===== config.mk =====
export PLATFORM = sky130hd
export DESIGN_NAME = twiddle_stage_scheduler
export DESIGN_NICKNAME = d
export VERILOG_FILES = /design/src/rtl/twiddle_stage_scheduler.sv
export SDC_FILE = /design/constraint.sdc
export NUM_CORES = 1
export LEC_CHECK = 0
export CAP_MARGIN = 20
export CELL_PAD_IN_SITES_DETAIL_PLACEMENT = 0
export CELL_PAD_IN_SITES_GLOBAL_PLACEMENT = 1
export CORE_UTILIZATION = 33
export DETAILED_ROUTE_END_ITERATION = 8
export PLACE_DENSITY_LB_ADDON = 0.1
export SLEW_MARGIN = 20
export SYNTH_ARGS = -nofsm -noshare
export SYNTH_HDL_FRONTEND = slang
export SYNTH_SLANG_ARGS = --single-unit

===== constraint.sdc =====
create_clock -name clk -period 1.8 [get_ports clk]
set_input_delay 0.45 -clock clk [delete_from_list [all_inputs] [get_ports clk]]
set_output_delay 0.45 -clock clk [all_outputs]
set_load 0.05 [all_outputs]

===== src/rtl/twiddle_stage_scheduler.sv =====
// Walks the FFT stages and coefficient blocks that feed a twiddle_factor_generator, with a drain gap between stages.
// Optional build macro TWIDDLE_SCHED_ABORT_EN adds an abort input that cancels a run.
module twiddle_stage_scheduler #(
  parameter int N        = 17,
  parameter int D        = 8,
  parameter int BLOCKS   = 4,
  parameter int PIPE_LAT = 2,
  localparam int S       = $clog2(D),
  localparam int SW      = $clog2(S),
  localparam int BW      = (BLOCKS > 1) ? $clog2(BLOCKS) : 1
) (
  input  logic          clk,
  input  logic          rst_n,
  input  logic          start,
  input  logic          inv_req,
`ifdef TWIDDLE_SCHED_ABORT_EN
  input  logic          abort,
`endif
  output logic [SW-1:0] stage,
  output logic          inv,
  output logic [BW-1:0] blk_idx,
  output logic          issue_valid,
  input  logic          issue_ready,
  output logic          busy,
  output logic          done,
  output logic [1:0]    state_dbg
);

  localparam int CW = (PIPE_LAT > 1) ? $clog2(PIPE_LAT) : 1;

  if (D < 4 || (D & (D - 1)) != 0 || PIPE_LAT < 1 || BLOCKS < 1 || N < 1) begin : g_bad_params
    $error("twiddle_stage_scheduler: illegal parameter set");
  end

  typedef enum logic [1:0] {
    IDLE  = 2'd0,
    ISSUE = 2'd1,
    DRAIN = 2'd2,
    DONE  = 2'd3
  } state_t;

  state_t        state_q, state_d;
  logic [SW-1:0] stage_q, stage_d;
  logic          inv_q, inv_d;
  logic [BW-1:0] blk_q, blk_d;
  logic [CW-1:0] cnt_q, cnt_d;
  logic          abort_w;
  logic          last_stage;

`ifdef TWIDDLE_SCHED_ABORT_EN
  assign abort_w = abort;
`else
  assign abort_w = 1'b0;
`endif

  // Inverse runs walk the stages downwards, so the final stage is 0.
  assign last_stage = inv_q ? (stage_q == '0) : (stage_q == SW'(S - 1));

  // Handshake: a beat transfers on a rising edge where issue_valid and
  // issue_ready are both high; while issue_valid is high and issue_ready is
  // low, stage, blk_idx and inv hold, with no timeout.
  always_comb begin
    state_d = state_q;
    stage_d = stage_q;
    inv_d   = inv_q;
    blk_d   = blk_q;
    cnt_d   = cnt_q;
    case (state_q)
      IDLE: begin
        if (start) begin
          inv_d   = inv_req;
          stage_d = inv_req ? SW'(S - 1) : '0;
          blk_d   = '0;
          cnt_d   = '0;
          state_d = ISSUE;
        end
      end
      ISSUE: begin
        if (abort_w) begin
          state_d = IDLE;
        end else if (issue_ready) begin
          if (blk_q == BW'(BLOCKS - 1)) begin
            blk_d   = '0;
            cnt_d   = '0;
            state_d = DRAIN;
          end else begin
            blk_d = blk_q + BW'(1);
          end
        end
      end
      DRAIN: begin
        if (abort_w) begin
          state_d = IDLE;
        end else if (cnt_q == CW'(PIPE_LAT - 1)) begin
          if (last_stage) begin
            state_d = DONE;
          end else begin
            stage_d = inv_q ? (stage_q - SW'(1)) : (stage_q + SW'(1));
            state_d = ISSUE;
          end
        end else begin
          cnt_d = cnt_q + CW'(1);
        end
      end
      DONE: begin
        state_d = IDLE;
      end
      default: begin
        state_d = IDLE;
      end
    endcase
  end

  always_ff @(posedge clk or negedge rst_n) begin
    if (!rst_n) begin
      state_q <= IDLE;
      stage_q <= '0;
      inv_q   <= 1'b0;
      blk_q   <= '0;
      cnt_q   <= '0;
    end else begin
      state_q <= state_d;
      stage_q <= stage_d;
      inv_q   <= inv_d;
      blk_q   <= blk_d;
      cnt_q   <= cnt_d;
    end
  end

  assign stage       = stage_q;
  assign inv         = inv_q;
  assign blk_idx     = blk_q;
  assign issue_valid = (state_q == ISSUE);
  assign busy        = (state_q != IDLE);
  assign done        = (state_q == DONE);
  assign state_dbg   = state_q;

endmodule


==> out/qor.csv <==
metric,value,unit
status,"finished, final reports clean",
drive_gt1_share,28.57,%
fp.dieArea,1541,µm²
syn_area,457.9,µm²
ios,15,
leakagePower,0.3093,nW
grt_use_total,17.49,%
syn-num-nets,57,
finalMaxSlewViolations,0,
nNetsFinal,78,
power,1.332,mW
die_y,39.25,µm
hold_ws,0.4780,ns
worstPathArrival,1.25,ns
grt_pass1_vias,398,
slew_headroom,74.61,%
drc,0,
cts_sinks,8,
vias_per_cell,5.176,
fin_area,718.2,µm²
route.vias.total,440,
cts_tree,done,
ys.warnings.count,0,
maxCapViolCount,0,
fin_crit_sh,94.59,%
rsz0062_at_grt,false,
ant_nets,0,
max_freq,587.3,MHz
port_buffers,14,
gp_congestion,0.6888,
drt_iter0_markers,10,
place_area,695.7,µm²
syn_avg_cell_area,8.979,µm²
antenna_found_initial,0,
cts_resized,0,
first_pass_iters,4,
initial_core_util,35.19,%
cts.htree.levels,1,
finalWirelength,1072,µm
r2r_slack,0.45,ns
ys.flop_type,dfrtp_1,
synth_seq_cells,8,
setup_violations,0,
yosysSeqAreaShare,43.72,%
tightest_slew,0.3797,ns
period_minus_slack,1.703,ns
holdBufCountCts,0,
ir_worst_vdd,728.7,µV
fin_setup_tns,0,ns
cp-start-kind,flip-flop,
layout_commonest_cell,o21ai_0,
finalHoldViolations,0,
cts_made_buffers,3,
gr-total-overflow,0,
fillCellCount,135,
final_cell_mix,"10 x o21ai_0, 8 x dfrtp_1, 8 x buf_4",
grt_pass1_wl,1766,µm
area_growth_syn_to_layout,56.83,%
worst_setup_path_end_kind,output port,
utilization,55.19,%
postLayoutSetupSlackWorst,0.09738,ns
yosysUniqueCellTypes,22,
synth_edf_count,0,
num_rows,13,
postCtsSetupBuffers,0,
die_width,39.25,µm
grt_max_degree,11,
synth_cells,51,
pwr_density_cell,1855,nW/µm²
fin_worst_skew,0.004593,ns
hpwl,804.7,µm
coreArea,1301,µm²
diodes,0,
hp-class,in2async,
synthArstFlopShare,100.0,%
cp.required,1.35,ns
path_class,reg2out,
place_ws,0.1551,ns
cts-root-buf,clkbuf_4,
clockBufferDepth,2,
wl_per_cell,12.61,µm
place_inst,82,
stdcell_count,85,
insertion_delay,0.25,ns
clk_pin_slew,0.06,ns
cp_max_fo,10,
[logic make-up after synthesis]
kind of cell | count (synthesis) | share of synthesized area [%]
buffers and inverters | 6 | 6.828
and+or+nand+nor | 17 | 19.95
adders and majority gates | 1 | 2.732
muxes | 1 | 2.186
DFF | 8 | 43.72
AOI/OAI and AO/OA | 17 | 22.68
xor gates and xnor gates | 1 | 1.913
[worst max-delay path, stage by stage, from the launching register on]
cell	delay, ns
dfrtp_1	0.49
buf_4	0.21
nor2_4	0.15
buf_12	0.15
[cell usage after synthesis (all sizes together) (2+ instances only)]
cell type	n	area (µm²)
a31oi	2	12.51
buf	2	16.26
dfrtp	8	200.2
inv	4	15.01
nand2	2	7.510
nand4	2	12.51
nor2	6	22.52
nor2b	3	18.77
o21ai	10	50.05
[metal layers]
metal	wire, µm	share of wire (%)	GRT usage [%]	up-vias
met2	454	42	25.83	13
met1	552	51	23.32	203
met4	10	0.93	5.172	0
li1	-	-	-	222
met5	0	0	0	-
met3	54	5.0	6.818	2
[area by class of cell]
class / count / area [µm²] / share of cell area [%]
clock buffers: 3 / 22.52 / 3.136
inverters: 4 / 15.01 / 2.091
multi-input cells: 37 / 241.5 / 33.62
flip-flops and latches: 8 / 200.2 / 27.87
well taps: 15 / 18.77 / 2.613
repair buffers: 18 / 220.2 / 30.66
[sequential cells by signal, summed over array words and instances, names as in the netlist]
name       flops
cnt_q          1
inv            1
blk_idx        2
stage          2
state_dbg      2
[path summary, 6_finish.rpt]
check / end / start / depth (start not counted)
min in group clk: blk_idx[1]$_DFFE_PN0P_ / blk_idx[1]$_DFFE_PN0P_ / 2
setup reg to reg: stage[1]$_DFFE_PN0P_ / state_dbg[0]$_DFFE_PN0P_ / 4
setup / recovery: issue_valid / state_dbg[1]$_DFFE_PN0P_ / 3
hold / removal: state_dbg[1]$_DFFE_PN0P_ / rst_n / 1
hold reg to reg: blk_idx[1]$_DFFE_PN0P_ / blk_idx[1]$_DFFE_PN0P_ / 2
max in group asynchronous: stage[0]$_DFFE_PN0P_ / rst_n / 1
[report_power, final]
group / switching [mW] / internal, mW / leakage [nW]
clock: 0.0634 / 0.0765 / 0.0138
combinational: 0.486 / 0.366 / 0.193
sequential: 0.0958 / 0.245 / 0.102
Note: power is estimated with default switching activity, not from simulation.
